## config.mk

```make
export PLATFORM = sky130hd
export DESIGN_NAME = kv_line_fill_responder
export DESIGN_NICKNAME = d
export VERILOG_FILES = /design/src/rtl/kv_mem_pkg.sv /design/src/rtl/kv_line_fill_responder.sv
export SDC_FILE = /design/constraint.sdc
export NUM_CORES = 1
export LEC_CHECK = 0
export ABC_AREA = 1
export ABC_CLOCK_PERIOD_IN_PS = 7350
export BUFFER_PORTS_ARGS = -buffer_cell sky130_fd_sc_hd__buf_2
export CAP_MARGIN = 20
export CORE_UTILIZATION = 45
export DETAILED_ROUTE_END_ITERATION = 12
export PLACE_DENSITY = 0.78
export SETUP_SLACK_MARGIN = 0.1
export SKIP_LAST_GASP = 1
export SYNTH_ARGS = -nofsm -noshare
export SYNTH_HDL_FRONTEND = slang
export SYNTH_SLANG_ARGS = --single-unit
```

## constraint.sdc

```tcl
create_clock -name i_clk -period 7.35 [get_ports i_clk]
set_clock_uncertainty 0.15 [all_clocks]
set_input_delay 2.205 -clock i_clk [delete_from_list [all_inputs] [get_ports i_clk]]
set_output_delay 2.205 -clock i_clk [all_outputs]
set_load 0.02 [all_outputs]
```

## src/rtl/kv_mem_pkg.sv

```systemverilog
// Shared types and helpers for the cache-side memory responder.
// Holds the FSM state encoding and the line-geometry helpers.
package kv_mem_pkg;

    typedef enum logic [1:0] {
        IDLE,
        READ,
        RESP,
        WRITE
    } kv_fill_state_e;

    function automatic int unsigned lineoffset_width(input int unsigned line_size);
        return $clog2(line_size);
    endfunction

    // Addresses up to 64 bits wide are aligned; callers cast back to their own width.
    function automatic logic [63:0] line_base(input logic [63:0] addr, input int unsigned off_w);
        logic [63:0] mask;
        mask = '1;
        mask = mask << off_w;
        return addr & mask;
    endfunction

endpackage

```

## src/rtl/kv_line_fill_responder.sv

```systemverilog
// Memory-side responder: serves whole-line fills by reading LINE_SIZE words,
// and drains whole-line writebacks into the word memory one word per cycle.
module kv_line_fill_responder
    import kv_mem_pkg::*;
#(
    parameter int unsigned DATA_WIDTH = 32,
    parameter int unsigned ADDR_WIDTH = 32,
    parameter int unsigned LINE_SIZE  = 4
) (
    input  logic                             i_clk,
    input  logic                             i_rst,
    input  logic [ADDR_WIDTH-1:0]            i_req_addr,
    input  logic                             i_req_valid,
    output logic                             o_req_ready,
    output logic [DATA_WIDTH-1:0]            o_rsp_data [LINE_SIZE],
    output logic                             o_rsp_valid,
    input  logic                             i_rsp_ready,
    input  logic [ADDR_WIDTH-1:0]            i_wb_addr,
    input  logic [DATA_WIDTH*LINE_SIZE-1:0]  i_wb_data,
    input  logic                             i_wb_valid,
    output logic                             o_wb_ready,
    output logic                             o_mem_en,
    output logic                             o_mem_we,
    output logic [ADDR_WIDTH-1:0]            o_mem_addr,
    output logic [DATA_WIDTH-1:0]            o_mem_wdata,
    input  logic [DATA_WIDTH-1:0]            i_mem_rdata
);

    localparam int unsigned OFF_W = lineoffset_width(LINE_SIZE);
    localparam int unsigned CNT_W = OFF_W + 1;
    localparam logic [CNT_W-1:0] CNT_LAST = CNT_W'(LINE_SIZE - 1);
    localparam logic [CNT_W-1:0] CNT_END  = CNT_W'(LINE_SIZE);

    kv_fill_state_e state, state_next;

    logic [ADDR_WIDTH-1:0] base_addr;
    logic [ADDR_WIDTH-1:0] aligned_req;
    logic [ADDR_WIDTH-1:0] aligned_wb;
    logic [CNT_W-1:0]      issue_cnt;
    logic [CNT_W-1:0]      cap_cnt;
    logic                  rd_pending;
    logic [OFF_W-1:0]      word_sel;
    logic                  req_fire;
    logic                  wb_fire;
    logic [DATA_WIDTH-1:0] line_buf [LINE_SIZE];
    logic [DATA_WIDTH-1:0] wb_line  [LINE_SIZE];

    assign aligned_req = ADDR_WIDTH'(line_base(64'(i_req_addr), OFF_W));
    assign aligned_wb  = ADDR_WIDTH'(line_base(64'(i_wb_addr), OFF_W));
    assign word_sel    = issue_cnt[OFF_W-1:0];
    assign o_rsp_data  = line_buf;

    always_comb begin
        state_next  = state;
        o_req_ready = 1'b0;
        o_wb_ready  = 1'b0;
        o_rsp_valid = 1'b0;
        o_mem_en    = 1'b0;
        o_mem_we    = 1'b0;
        o_mem_addr  = '0;
        o_mem_wdata = '0;
        req_fire    = 1'b0;
        wb_fire     = 1'b0;
        unique case (state)
            IDLE: begin
                o_wb_ready  = 1'b1;
                o_req_ready = ~i_wb_valid;
                wb_fire     = i_wb_valid;
                req_fire    = i_req_valid & ~i_wb_valid;
                if (wb_fire) begin
                    state_next = WRITE;
                end else if (req_fire) begin
                    state_next = READ;
                end
            end
            READ: begin
                if (issue_cnt != CNT_END) begin
                    o_mem_en   = 1'b1;
                    o_mem_addr = base_addr + ADDR_WIDTH'(word_sel);
                end
                // Leave only once the last word's read data has been captured.
                if (rd_pending && cap_cnt == CNT_LAST) begin
                    state_next = RESP;
                end
            end
            RESP: begin
                o_rsp_valid = 1'b1;
                if (i_rsp_ready) begin
                    state_next = IDLE;
                end
            end
            WRITE: begin
                o_mem_en    = 1'b1;
                o_mem_we    = 1'b1;
                o_mem_addr  = base_addr + ADDR_WIDTH'(word_sel);
                o_mem_wdata = wb_line[word_sel];
                if (issue_cnt == CNT_LAST) begin
                    state_next = IDLE;
                end
            end
            default: state_next = IDLE;
        endcase
    end

    always_ff @(posedge i_clk) begin
        if (i_rst) begin
            state      <= IDLE;
            base_addr  <= '0;
            issue_cnt  <= '0;
            cap_cnt    <= '0;
            rd_pending <= 1'b0;
            for (int unsigned i = 0; i < LINE_SIZE; i++) begin
                line_buf[i] <= '0;
                wb_line[i]  <= '0;
            end
        end else begin
            state <= state_next;
            unique case (state)
                IDLE: begin
                    issue_cnt  <= '0;
                    cap_cnt    <= '0;
                    rd_pending <= 1'b0;
                    if (wb_fire) begin
                        base_addr <= aligned_wb;
                        for (int unsigned i = 0; i < LINE_SIZE; i++) begin
                            wb_line[i] <= i_wb_data[i*DATA_WIDTH +: DATA_WIDTH];
                        end
                    end else if (req_fire) begin
                        base_addr <= aligned_req;
                    end
                end
                READ: begin
                    rd_pending <= (issue_cnt != CNT_END);
                    if (issue_cnt != CNT_END) begin
                        issue_cnt <= issue_cnt + CNT_W'(1);
                    end
                    // Read data arrives one cycle after its issue, so capture trails issue.
                    if (rd_pending) begin
                        line_buf[cap_cnt[OFF_W-1:0]] <= i_mem_rdata;
                        cap_cnt                      <= cap_cnt + CNT_W'(1);
                    end
                end
                WRITE: begin
                    issue_cnt <= issue_cnt + CNT_W'(1);
                end
                default: ;
            endcase
        end
    end

endmodule
```

-- Yosys cells after proc, flatten, opt, wreduce, memory -nomap -nowiden
Memories as Yosys holds them, arrays and structs flattened. A register that Yosys moved wholly into a read port is not among the register bits.
Cells that the tools add are included.
- eq/ne operators: 12
- muxes and demuxes: 39
- reduce and logical (&&, ||, !) cells: 11
- bitwise logic cells: 7
- add/sub/neg operators: 3
- order comparisons: 2
- operators by type and width (operator ; count):
    two-way mux 32 bit ; 9
    bitwise mux 128 bit ; 1
    demux 32 bit (select 2 bit) ; 1
    one-hot mux 32 bit (2 select lines) ; 1
    adder 32 x 2 -> 32 bit ; 1
    two-way mux 2 bit ; 7
    two-way mux 1 bit ; 13
    inequality test 2 bit (second input constant) ; 5
    one-hot mux 3 bit (3 select lines) ; 1
    one-hot mux 2 bit (4 select lines) ; 1
    AND reduction 2 bit ; 4
    adder 3 x 1 -> 3 bit (second input constant) ; 2
    equality test 3 x 2 -> 1 bit (second input constant) ; 2
    two-way mux 3 bit ; 2
    inequality test 3 bit (second input constant) ; 2
    one-hot mux 3 bit (2 select lines) ; 1
    equality test 2 bit (second input constant) ; 2
    OR 1 bit ; 4
    one-hot mux 1 bit (2 select lines) ; 2
    AND reduction 4 bit ; 1
    nonzero test 2 bit ; 2
    >= comparator 3 bit (second input constant) ; 1
    less-than comparator 3 x 1 -> 1 bit (second input constant) ; 1
    inverter 2 -> 3 bit ; 1
    other kinds (6) ; 7
- output and inout bits: 197
- memories: 1
- input port bits: 229
- memory bits (writable): 128
- word-level logic and storage cells: 84
- bits in registers: 169
- memory list (name ; words ; bits a word ; rd ports ; clocked after Yosys merged registers in ; wr ports ; line ; RTL):
    wb_line ; 4 ; 32 ; 1 ; 1 ; 4 ; kv_line_fill_responder.sv:46 ; logic [DATA_WIDTH-1:0] wb_line [LINE_SIZE];

-- Depth between registers and ports, before layout
Gate-level depths: netlist of the first run.
- word-level depth: 7
- depth in mapped cells: 8
- mapped depth without buffers: 8

-- Least setup slack after synthesis of the first run
Ideal clock, no wire load.
- path type: input port to flip-flop
- from: in i_rst
- to: mem wb_line[0][0] (enable)
- library setup time: 1114 ps
- data required time: 6086 ps
- stages: 4
- path slack: 1199 ps
- arrival: 4887 ps
- cells stage by stage: clkbuf_1 inv_1 clkbuf_1 nand2_1
- RTL lines (element ; line ; RTL):
    start: declaration ; kv_line_fill_responder.sv:11 ; input logic i_rst,
    end: declaration ; kv_line_fill_responder.sv:46 ;

==> reports/results.txt, run 1 <==
The flow ran to the end, and the final reports show no timing, DRC or antenna violations. The number of hold buffers added after CTS was 0. The die covers 28,600 sq um. The number of global-route vias before repair is 10,952. The average wire per cell in the routed design was 16.1 microns; the clock period minus final worst setup slack was 5.02 ns. The most critical setup path has its endpoint at o_mem_wdata[11]. The total I/O pin count is 426. Summed over all layers, the routed wires come to 36,400 microns. The total setup buffers inserted after CTS is 0, and the synthesized net count is 1,746. In this run, distinct cell masters in the synthesized netlist total 22. After floorplanning, the core was divided into 60 placement rows. Measured on the finished design, the core utilization comes to 58.1%.

The number of clock buffers inserted by TritonCTS was 30; the y dimension of the die was 169 microns. Setup slack on the worst reg-to-reg path comes out at 4.41 ns. The tools report the standby leakage power as 7.28 nW. For the worst setup path, the data arrival time is 2.66 ns.

For this configuration, the core starts out at a cell density of 46.2%. The critical path capture point type was an output port. Compared with the post-synthesis result, the final layout area differs by 26.0%. Input and output buffers added on the ports amount to 421. The flip-flop and latch count after synthesis came out at 297. The post-route total power is 4.63 mW, and the final estimated routing congestion in global placement is 0.886.

The synthesis warning total is 0, and the via-per-instance ratio is 5.11. The logs give 0 for the number of antenna-violating nets in the routed design and 129 for the maximum number of pins on one net before global-route repair. For this run, the register share of the synthesized area comes to 57.6%. The final layout contains 2,106 nets. The later pin in the worst-skew pair is clocked with a latency of 0.55 ns.

The floorplan core area is 27,200 sq um, and the combined flip-flop and latch cell area is 7230 sq um. Across the run, the number of max-cap violations was 0. The sum of negative setup slack was 0 ns; the gate count of the mapped netlist was 1,509. The TritonCTS sink count was 297; the share of layout cells above drive strength 1 was 26.2%. TritonCTS built the clock tree. The class of the tightest hold or removal check was flip-flop to flip-flop. The cell area that synthesis handed to floorplanning was 12,500 sq um. The kind of critical path is flip-flop to output port. The area of the multi-input gates was 4180 sq um; the maximum clock frequency was 199 MHz.

Setup repair after global routing left no endpoint under its margin. For the post-layout instance area, the log shows 15,800 sq um. The HPWL after detailed placement is 23,700 microns. The power density over cell area was 293 nW/um^2. Each instance of the synthesized netlist takes up on average 8.31 sq um. Counting along the longest clock path gives a buffer depth of 3. The worst setup path is launched from a flip-flop. The run gives 1 as the deepest level of the CTS H-tree.

In the layout the commonest cells are sky130_fd_sc_hd__buf_2 (420), sky130_fd_sc_hd__nor2_1 (295), sky130_fd_sc_hd__a21oi_1 (196), sky130_fd_sc_hd__inv_1 (173), sky130_fd_sc_hd__dfxtp_1 (168). The endpoint identified for the worst register-to-register timing path is wb_line[2][7]. Timing analysis after detailed placement gives a worst setup slack of 2.41 ns. The remaining global-route overflow was 0; the violation count after the first detailed-routing iteration was 987. At the pin with the least slew margin, the transition time is 0.917 ns.

The tools report the post-detailed-route DRC marker count as 0. For the total routing resource utilization after global routing, the log shows 24.4%. Gates resized during post-CTS repair numbered 0.

The number of cells on the worst reg-to-reg path works out to 6. The via count is 11,586, and the number of fillers in the final layout is 2,465. The logs give 0 for the number of slew-limit violations in the final report and 56,200 microns for the first-pass GRT wire length.

The fraction of the cycle the final worst path needs is 68.3%, and the length of the first detailed-routing pass in iterations is 5. Leaving out filler cells and counting taps, the final layout contains 2,267. The tools report the launch instance of the worst register-to-register path as state[1]. The clock-pin slew of the registers on the worst-case setup and hold paths was 0.06 ns.

Along the worst path, the maximum fanout reaches 65. Once placement finished, the instance area stood at 14,800 sq um. In this run, placement finished with an instance count of 2,208. The width of the die came out at 169 microns. Clock root buffer master: sky130_fd_sc_hd__clkbuf_16. At the worst endpoint, the required time is 4.99 ns.

The logs give 3 for the number of antenna violations at the first check in global routing and 2.33 ns for the worst setup margin. The tools report the number of failing setup endpoints in the final timing report as 0. The final hold violation count came out at 0. For the final worst hold slack, the log shows 0.309 ns.

The worst-case headroom to the max-slew limit was 38.9%. The library cell used most frequently in the layout, excluding fill and tap cells, is sky130_fd_sc_hd__buf_2. The maximum vdd drop was 0.000206 V.
-- cell type report --
class	count	share of cell area, %
clock inverters	12	0.689
inverters	177	4.20
flip-flops and latches	297	45.7
diodes	2	0.0317
multi-input cells	922	26.5
well taps	372	2.95
repair buffers	441	14.5
clock buffers	44	5.47
-- critical path: stages, from the launching register on --
cell and delay (ns):
sky130_fd_sc_hd__dfxtp_2 0.32, sky130_fd_sc_hd__buf_4 0.59, sky130_fd_sc_hd__clkinv_1 0.15, sky130_fd_sc_hd__buf_4 0.34, sky130_fd_sc_hd__o21ai_0 0.36, sky130_fd_sc_hd__a21oi_1 0.12
sky130_fd_sc_hd__buf_2 0.18
-- power breakdown --
| group | switching, mW | internal (mW) |
|---|---|---|
| clock network | 0.624 | 0.881 |
| registers | 0.0861 | 2.00 |
| logic | 0.732 | 0.305 |
-- worst min-delay path by stage --
stage	from	end	slack [ns]	depth (start not counted)
2_1_floorplan	cap_cnt[2]	cap_cnt[2]	0.29	2
3_3_place_gp	o_rsp_data[50]	o_rsp_data[50]	0.30	2
3_5_place_dp	o_rsp_data[15]	o_rsp_data[15]	0.30	2
4_1_cts	o_rsp_data[71]	o_rsp_data[71]	0.31	2
5_1_grt	o_rsp_data[111]	o_rsp_data[111]	0.32	2
6_report	o_rsp_data[111]	o_rsp_data[111]	0.31	2
-- cells in the mapped netlist --
library cell                 n  area (sq um)
sky130_fd_sc_hd__buf_1       4          15.0
sky130_fd_sc_hd__edfxtp_1  128          3840
sky130_fd_sc_hd__nor3_1      2          10.0
sky130_fd_sc_hd__inv_2       3          11.3
sky130_fd_sc_hd__clkbuf_1   69           259
sky130_fd_sc_hd__dfxtp_1   169          3380
sky130_fd_sc_hd__nor2_1    295          1110
sky130_fd_sc_hd__or2_2       1          6.26
sky130_fd_sc_hd__buf_2      31           155
sky130_fd_sc_hd__buf_4       9          67.6
sky130_fd_sc_hd__nand3b_1    1          7.51
sky130_fd_sc_hd__ha_1        8           100
sky130_fd_sc_hd__o21ai_0    94           470
sky130_fd_sc_hd__nand3_1   129           646
sky130_fd_sc_hd__o22ai_1    30           188
sky130_fd_sc_hd__a21oi_1   196           981
sky130_fd_sc_hd__inv_1     173           649
sky130_fd_sc_hd__clkinv_1    1          3.75
sky130_fd_sc_hd__nor2_4      1          11.3
sky130_fd_sc_hd__nor2_2      2          12.5
sky130_fd_sc_hd__nand2_1   158           593
sky130_fd_sc_hd__o21ai_1     5          25.0
-- kinds of logic (layout without fill, tap and decap cells) --
logic type | after synthesis | after routing | synth area share, %
compound gates | 325 | 325 | 13.3
fa+ha+maj | 8 | 8 | 0.798
buf+inv | 290 | 674 | 9.25
flops | 297 | 297 | 57.6
other cells | 0 | 2 | 0
simple gates | 589 | 589 | 19.1
-- state kept, by name, summed over array words and instances (netlist names), named ones only --
signal and flops:
base_addr 30, rd_pending 1, o_rsp_data 128, wb_line 128, issue_cnt 3, cap_cnt 3
state 2
-- routing by layer --
metal	vias to the layer above	GRT usage, %	wire (microns)
met5	-	0	10
met1	5406	29.5	14300
met2	477	41.8	17500
met4	2	7.87	1060
met3	75	7.15	3570
li1	5626	-	-
No activity file was read; power rests on OpenSTA's default activity.
==> run 2: changes to the inputs <==
--- a/config.mk
+++ b/config.mk
@@ -5,13 +5,13 @@
 export SDC_FILE = /design/constraint.sdc
 export NUM_CORES = 1
 export LEC_CHECK = 0
-export ABC_AREA = 1
-export ABC_CLOCK_PERIOD_IN_PS = 7350
+export ABC_AREA = 0
+export ABC_CLOCK_PERIOD_IN_PS = 4600
 export BUFFER_PORTS_ARGS = -buffer_cell sky130_fd_sc_hd__buf_2
 export CAP_MARGIN = 20
 export CORE_UTILIZATION = 45
 export DETAILED_ROUTE_END_ITERATION = 12
-export PLACE_DENSITY = 0.78
+export PLACE_DENSITY = 0.81
 export SETUP_SLACK_MARGIN = 0.1
 export SKIP_LAST_GASP = 1
 export SYNTH_ARGS = -nofsm -noshare
==> constraint.sdc (replaced) <==
create_clock -name i_clk -period 4.6 [get_ports i_clk]
set_clock_uncertainty 0.15 [all_clocks]
set_input_delay 1.38 -clock i_clk [delete_from_list [all_inputs] [get_ports i_clk]]
set_output_delay 1.38 -clock i_clk [all_outputs]
set_load 0.02 [all_outputs]
==> reports/results.txt, run 2 <==
The number of fillers in the final layout came out at 2,207 (-10%). Summed over all instances, the cell type with the most area after synthesis is sky130_fd_sc_hd__edfxtp_1. The clock network latency to the later pin of the worst-skew pair came out at 0.55 ns (about the same). The remaining global-route overflow is 0 (unchanged), and the first-pass GRT wire length is 51,900 microns (-7.7%). The critical path startpoint category is a flip-flop. The tools report the number of instances resized during post-cts repair as 0 (unchanged). The most critical setup path has its startpoint at issue_cnt[0]. The max-capacitance violation count is 0 (unchanged), and the gate count of the mapped netlist is 1,187 (-21%).

The via-per-instance ratio was 5.17 (+1.1%). The area growth from synthesis to final layout is 27.9%, and the violation count after the first detailed-routing iteration is 779 (-21%). The run gives 0 (unchanged) as the number of failing setup endpoints in the final timing report. The number of slew-limit violations in the final report is 0 (unchanged), and the adder and majority gate portion of the synthesized area is 0.809% (+0.011 points). The worst setup margin is 0.575 ns (-1.76 ns). Launch instance of the worst register-to-register path: rd_pending.

For the number of placement rows, the log shows 60 (unchanged). In the layout the commonest cells are sky130_fd_sc_hd__buf_2 (420), sky130_fd_sc_hd__nand2_1 (319), sky130_fd_sc_hd__dfxtp_1 (168), sky130_fd_sc_hd__and2_1 (160), sky130_fd_sc_hd__a21oi_1 (135). In the post-synthesis netlist, the cell with the most instances is sky130_fd_sc_hd__nand2_1. The length of the first detailed-routing pass in iterations was 5 (unchanged); the synthesis warning total was 0 (unchanged). The most common cell after layout, fill and taps aside is sky130_fd_sc_hd__buf_2. In the finished design, the share of the clock period the worst path needs comes to 87.5%. In this run the most critical hold path is launched from o_rsp_data[97]. The tools report the number of antenna violations at the first check in global routing as 5 (+2). For the number of global-route vias before repair, the log shows 9,960 (-9.1%). The synthesized net count is 1,424 (-18%), and the number of synthesized flops with an enable pin is 128 (unchanged).

The width of the die is 168 microns (-0.66%), and the portion of synthesized cell area occupied by the leading cell type is 31.1% (+0.41 points). Critical path capture point type: an output port. The share of the yosys chip area belonging to registers was 58.4% (+0.78 points); the share of layout cells above drive strength 1 was 33.8% (+7.6 points). The maximum number of pins on one net before global-route repair was 114 (-12%).

The power density over cell area is 392 nW/um^2 (+34%), and the maximum fanout encountered on the critical timing path is 22 (-66%). For the total routing resource utilization after global routing, the log shows 23.1% (-1.3 points). The class of the tightest hold or removal check is flip-flop to flip-flop. The number of distinct library cell variants in the gate-level netlist after synthesis came out at 39 (+77%). For the maximum clock frequency, the log shows 248 MHz. The via count was 10,073 (-13%); the complex-gate fraction of the synthesized area was 9.50% (-3.8 points). The worst-case headroom to the max-slew limit is 51.1% (+12 points). The die outline area was 28,200 sq um (-1.3%).

The maximum vdd drop is 0.000243 V (+18%). The required arrival time at the worst endpoint was 3.07 ns (-1.92 ns). The worst-margin pin slew is 0.730 ns (-0.187 ns), and the synthesized cell area is 12,400 sq um (-1.3%). Setup repair after global routing left no endpoint under its margin. The synthesized area per cell works out to 10.4 sq um (+25%). Final estimated routing congestion in global placement: 0.844 (-4.7%). Y dimension of the die: 168 microns (-0.66%). The logs give 0 (unchanged) for the count of hold-fix buffers inserted at cts and 33,500 microns (-8.0%) for the post-detailed-routing wire length. The logs give 297 (unchanged) for the TritonCTS sink count and 426 (unchanged) for the total I/O pin count. The half-perimeter wire length after placement is 23,000 microns (-3.2%). The worst path needs 4.03 ns of the cycle, external delays included. The deepest level of the CTS H-tree was 1 (unchanged). Main combinational cell family by area after synthesis: simple AND/OR/NAND/NOR gates. The final hold violation count was 0 (unchanged); the initial core utilization was 45.9% (-0.24 points). The flip-flop and latch count after synthesis was 297 (unchanged). The average wire per cell in the routed design was 17.2 microns (+7.0%). The standby leakage power was 6.85 nW (-6.0%).

The post-detailed-route DRC marker count is 0 (unchanged), and the worst path arrival time is 2.50 ns (-0.16 ns). The number of I/O port buffers came out at 421 (unchanged). The most common flop cell mapped by yosys is sky130_fd_sc_hd__dfxtp_1. The fraction of synthesized cell area in xor and xnor cells was 0% (unchanged).

The sum of negative setup slack was 0 ns (unchanged). The clock-pin slew of the registers on the worst-case setup and hold paths was 0.06 ns (about the same). The proportion of register bits with asynchronous set or reset after synthesis was 0% (unchanged).

The flow ran to the end, and the final reports show no timing, DRC or antenna violations. The logs give 1,815 (-14%) for the number of nets in the layout and 1.10 ns (-1.31 ns) for the pre-CTS setup slack. The critical path is of the flip-flop to output port type. Share of synthesized cell area in and, or, nand and nor gates: 21.0% (+1.9 points). The floorplan core area came out at 27,000 sq um (-0.83%). TritonCTS built the clock tree. Counting instances in the post-synthesis netlist gives the leading cell types as sky130_fd_sc_hd__nand2_1 (319), sky130_fd_sc_hd__dfxtp_1 (169), sky130_fd_sc_hd__and2_1 (160). By area the synthesized netlist is led by sky130_fd_sc_hd__edfxtp_1 (31%), sky130_fd_sc_hd__dfxtp_1 (27%), sky130_fd_sc_hd__nand2_1 (9.7%).

Clock tree synthesis selected as its root buffer the cell sky130_fd_sc_hd__clkbuf_16. The number of buffers on the longest clock path is 3 (unchanged), and the total setup buffers inserted after CTS is 0 (unchanged). For the number of clock buffers inserted by TritonCTS, the log shows 31 (+3.3%). Post-synthesis mux area share: 6.17% (+6.2 points). The number of antenna-violating nets in the routed design came out at 0 (unchanged).
## run 2: changes by cell type after synthesis, moves of 32 or more
| cell | delta |
|---|---|
| sky130_fd_sc_hd__inv_1 | -164 |
| sky130_fd_sc_hd__nand2_1 | +161 |
| sky130_fd_sc_hd__nor2_1 | -294 |
| sky130_fd_sc_hd__mux4_2 | +32 |
| sky130_fd_sc_hd__a21oi_1 | -61 |
| sky130_fd_sc_hd__clkbuf_1 | -40 |
| sky130_fd_sc_hd__and2_1 | +160 |
| sky130_fd_sc_hd__o21ai_0 | -63 |
| sky130_fd_sc_hd__nand3_1 | -127 |
| sky130_fd_sc_hd__nor2b_1 | +35 |
## run 2: routing by layer
| layer | track usage (%) | part of all wire, % | vias to the layer above |
|---|---|---|---|
| met5 | 0 | 0.051 | - |
| met4 | 9.37 | 4.2 | 2 |
| met3 | 5.41 | 8.1 | 102 |
| met2 | 40.4 | 48 | 465 |
| met1 | 27.3 | 39 | 4697 |
| li1 | - | - | 4807 |
## run 2: where the power goes
group | internal, mW | switching (mW)
sequential | 2.91 | 0.0557
combinational | 0.271 | 0.316
clock | 1.63 | 1.03
## run 2: cell families (layout without fill, tap and decap cells)
logic type | after synthesis | in the layout
flip-flops | 297 | 297
multiplexers | 36 | 36
AO/OA/AOI/OAI | 206 | 206
other | 0 | 6
AND/OR/NAND/NOR | 537 | 537
buffers and inverters | 103 | 518
adder cells (fa/ha/maj) | 8 | 8
## run 2: worst paths after layout
kind	cells past startpoint	endpoint	slack, ns
max	7	o_mem_addr[15]	0.57
min	2	o_rsp_data[97]	0.30
max reg2reg	4	o_rsp_data[65]	2.39
min reg2reg	2	o_rsp_data[97]	0.30
## run 2: critical path, cell delays in order (launching register included)
cell	delay [ns]
sky130_fd_sc_hd__dfxtp_1	0.36
sky130_fd_sc_hd__inv_1	0.07
sky130_fd_sc_hd__ha_1	0.22
sky130_fd_sc_hd__nor2b_1	0.16
sky130_fd_sc_hd__a21oi_2	0.47
sky130_fd_sc_hd__buf_4	0.33
sky130_fd_sc_hd__and2_1	0.16
sky130_fd_sc_hd__buf_2	0.16
## run 2: layout make-up
| class | count | area, sq um | area share [%] |
|---|---|---|---|
| Tap cell | 341 | 427 | 2.69 |
| Sequential cell | 297 | 7230 | 45.7 |
| Timing Repair Buffer | 450 | 2370 | 15.0 |
| Antenna cell | 6 | 15.0 | 0.0948 |
| Multi-Input combinational cell | 787 | 4660 | 29.4 |
| Clock inverter | 15 | 205 | 1.30 |
| Inverter | 11 | 41.3 | 0.261 |
| Clock buffer | 42 | 888 | 5.61 |
## run 2: per-stage QoR
stage / power (mW) / hold WS, ns / cell area (sq um) / instances / util [%]
2_1_floorplan: 3.38 / 0.284 / 12400 / 1187 / -
3_3_place_gp: 3.59 / 0.289 / 14700 / 1885 / 54.5
3_5_place_dp: 3.61 / 0.293 / 14700 / 1885 / 54.5
4_1_cts: 6.25 / 0.302 / 15800 / 1942 / 58.6
5_1_grt: 6.42 / 0.314 / 15800 / 1947 / 58.7
6_report: 6.21 / 0.301 / 15800 / 1949 / 58.7
==> run 3: changes to the inputs <==
--- a/config.mk
+++ b/config.mk
@@ -10,6 +10,7 @@
 export BUFFER_PORTS_ARGS = -buffer_cell sky130_fd_sc_hd__buf_2
 export CAP_MARGIN = 20
 export CORE_UTILIZATION = 45
+export CTS_BUF_LIST = sky130_fd_sc_hd__clkbuf_16
 export DETAILED_ROUTE_END_ITERATION = 12
 export PLACE_DENSITY = 0.81
 export SETUP_SLACK_MARGIN = 0.1
==> reports/results.txt, run 3 (synthesized netlist as in run 2, its figures left out) <==
The flow ran to the end, and the final reports show no timing, DRC or antenna violations. The most critical setup path has its startpoint at issue_cnt[0]. In this run the critical register-to-register path is captured at o_rsp_data[65]. For the sum of negative setup slack, the log shows 0 ns (unchanged). The average wire per cell in the routed design was 17.1 microns (-0.42%); the number of antenna violations at the first check in global routing was 9 (+4).

The class of the tightest hold or removal check was flip-flop to flip-flop. The maximum number of pins on one net before global-route repair came out at 114 (unchanged). The clock-pin slew of the registers on the worst-case setup and hold paths was 0.06 ns (about the same); the first-pass GRT wire length was 51,500 microns (-0.71%).

The kind of cell with the highest combined delay along the critical path is buffers and inverters. Required arrival time at the worst endpoint: 3.07 ns (about the same). The via-per-instance ratio is 5.17 (about the same), and the met2 layer wire length in the routed design is 16,000 microns (-1.6%). In the layout the commonest cells are sky130_fd_sc_hd__buf_2 (420), sky130_fd_sc_hd__nand2_1 (319), sky130_fd_sc_hd__dfxtp_1 (168), sky130_fd_sc_hd__and2_1 (160), sky130_fd_sc_hd__a21oi_1 (135). The number of buffers on the longest clock path was 3 (unchanged); the width of the die was 168 microns (unchanged). The total setup buffers inserted after CTS was 0 (unchanged). Most common cell after layout, fill and taps aside: sky130_fd_sc_hd__buf_2.

TritonCTS built the clock tree. From synthesis to final layout, the design area changed by 27.5%. The number of I/O port buffers is 421 (unchanged).

The y dimension of the die was 168 microns (unchanged); the number of placement rows was 60 (unchanged). The maximum fanout encountered on the critical timing path was 22 (unchanged). The final hold violation count was 0 (unchanged). The power density over cell area is 387 nW/um^2 (-1.2%), and the worst path arrival time is 2.49 ns (about the same). The number of instances resized during post-cts repair is 0 (unchanged), and the total I/O pin count is 426 (unchanged).

The number of slew-limit violations in the final report was 0 (unchanged); the maximum clock frequency was 249 MHz (+0.18%). Delay of the slowest critical-path stage: 0.47 ns (about the same). The launch instance of the worst register-to-register path is rd_pending. Via count: 10,090 (+0.17%). The post-layout instance area was 15,800 sq um (-0.32%); the max-capacitance violation count was 0 (unchanged). Critical path capture point type: an output port.

The clock network latency to the later pin of the worst-skew pair was 0.55 ns (about the same). The critical path is of the flip-flop to output port type. The run gives 0 (unchanged) as the post-detailed-route DRC marker count. The tools report the timing endpoint of the critical path as o_mem_addr[15]. The pre-CTS setup slack was 1.10 ns (unchanged).

The tree is rooted in a sky130_fd_sc_hd__clkbuf_16. For the half-perimeter wire length after placement, the log shows 23,000 microns (unchanged). The number of failing setup endpoints in the final timing report is 0 (unchanged), and the number of nets in the layout is 1,815 (unchanged).

The remaining global-route overflow came out at 0 (unchanged). For the maximum vdd drop, the log shows 0.000241 V (-0.54%). The number of clock buffers inserted by TritonCTS is 31 (unchanged). The run gives 53.0% (+1.9 points) as the worst-case headroom to the max-slew limit. The final estimated routing congestion in global placement was 0.844 (unchanged). For the post-detailed-routing wire length, the log shows 33,400 microns (-0.27%). The number of antenna-violating nets in the routed design is 0 (unchanged).

The highest signal layer in the routed design was met5. Instance area after placement: 14,700 sq um (unchanged). The critical path's slowest cell was sky130_fd_sc_hd__a21oi_2. The total routing resource utilization after global routing was 23.0% (-0.12 points). The violation count after the first detailed-routing iteration is 799 (+2.6%), and the worst setup margin is 0.582 ns (+0.00712 ns). The cell count along the critical path came out at 7 (unchanged). The length of the first detailed-routing pass in iterations came out at 5 (unchanged).

The TritonCTS sink count was 297 (unchanged). The signal on the critical path passes through inv_1 -> ha_1 -> nor2b_1 -> a21oi_2 -> buf_4 -> and2_1 -> buf_2. The flop-to-flop setup slack is 2.41 ns (+0.02 ns). The standby leakage power came out at 6.84 nW (about the same). The fraction of the cycle the final worst path needs is 87.3% (-0.15 points). The worst setup path is launched from a flip-flop. Share of layout cells above drive strength 1: 33.6% (-0.19 points).

The number of cells on the worst reg-to-reg path came out at 4 (unchanged). The worst-margin pin slew is 0.702 ns (-0.0288 ns), and the initial core utilization is 45.9% (unchanged). The logs give 1 (unchanged) for the deepest level of the CTS H-tree and 28,200 sq um (unchanged) for the die outline area.

The total length of routed met3 wires was 3020 microns (+10%). Number of global-route vias before repair: 9,948 (-0.12%). The floorplan core area was 27,000 sq um (unchanged); the count of hold-fix buffers inserted at cts was 0 (unchanged). Met1 wire length: 12,800 microns (-2.2%).

Setup repair after global routing left no endpoint under its margin. The critical path buffer and inverter count works out to 3 (unchanged). The clock period minus final worst setup slack was 4.02 ns (-0.00712 ns).
==> run 3: cell types whose count changed in the layout (fill, tap and decap cells not counted), sizes merged <==
| cell | delta |
|---|---|
| clkinv | +3 |
| clkbuf | -10 |
| inv | +7 |
| diode | +3 |
==> run 3: how the worst min path moves through the flow <==
stage                     from              end  slack, ns  cells after the start
3_3_place_gp   o_rsp_data[122]  o_rsp_data[122]       0.29                      2
6_report       o_rsp_data[119]  o_rsp_data[119]       0.30                      2
4_1_cts         o_rsp_data[76]   o_rsp_data[76]       0.30                      2
3_5_place_dp    o_rsp_data[76]   o_rsp_data[76]       0.29                      2
5_1_grt         o_rsp_data[97]   o_rsp_data[97]       0.31                      2
2_1_floorplan    base_addr[30]    base_addr[30]       0.28                      1
==> run 3: metal layers <==
metal  vias to the layer above  track usage, %
met2                       505            39.3
li1                       4815               -
met1                      4660            26.7
met4                         2            11.3
met3                       108            6.02
met5                         -               0
==> run 3: worst register-to-register path, stage by stage, from the launching register on <==
cell and delay (ns):
sky130_fd_sc_hd__dfxtp_1 0.61, sky130_fd_sc_hd__and4b_1 0.73, sky130_fd_sc_hd__buf_4 0.38, sky130_fd_sc_hd__nand2_1 0.14
sky130_fd_sc_hd__a21oi_1 0.13
==> run 3: metrics by stage <==
stage	hold slack [ns]	power, mW	util, %	instances
after detailed placement	0.293	3.61	54.5	1885
after global routing	0.314	6.32	58.5	1948
final	0.300	6.11	58.6	1952
after CTS	0.302	6.16	58.4	1942
after floorplan	0.284	3.38	-	1187
after global placement	0.289	3.59	54.5	1885
==> run 3: final cells by class <==
class,instances,area [sq um]
Sequential cell,297,7230
Inverter,11,41.3
Tap cell,341,427
Multi-Input combinational cell,787,4660
Timing Repair Buffer,450,2360
Fill cell,2211,11200
Antenna cell,9,22.5
Clock buffer,32,801
Clock inverter,25,243
==> run 3: power breakdown <==
group / internal [mW] / leakage [nW] / switching (mW)
clock network: 1.53 / 0.540 / 1.03
registers: 2.91 / 2.74 / 0.0555
logic: 0.270 / 3.57 / 0.315
total: 4.71 / 6.84 / 1.40
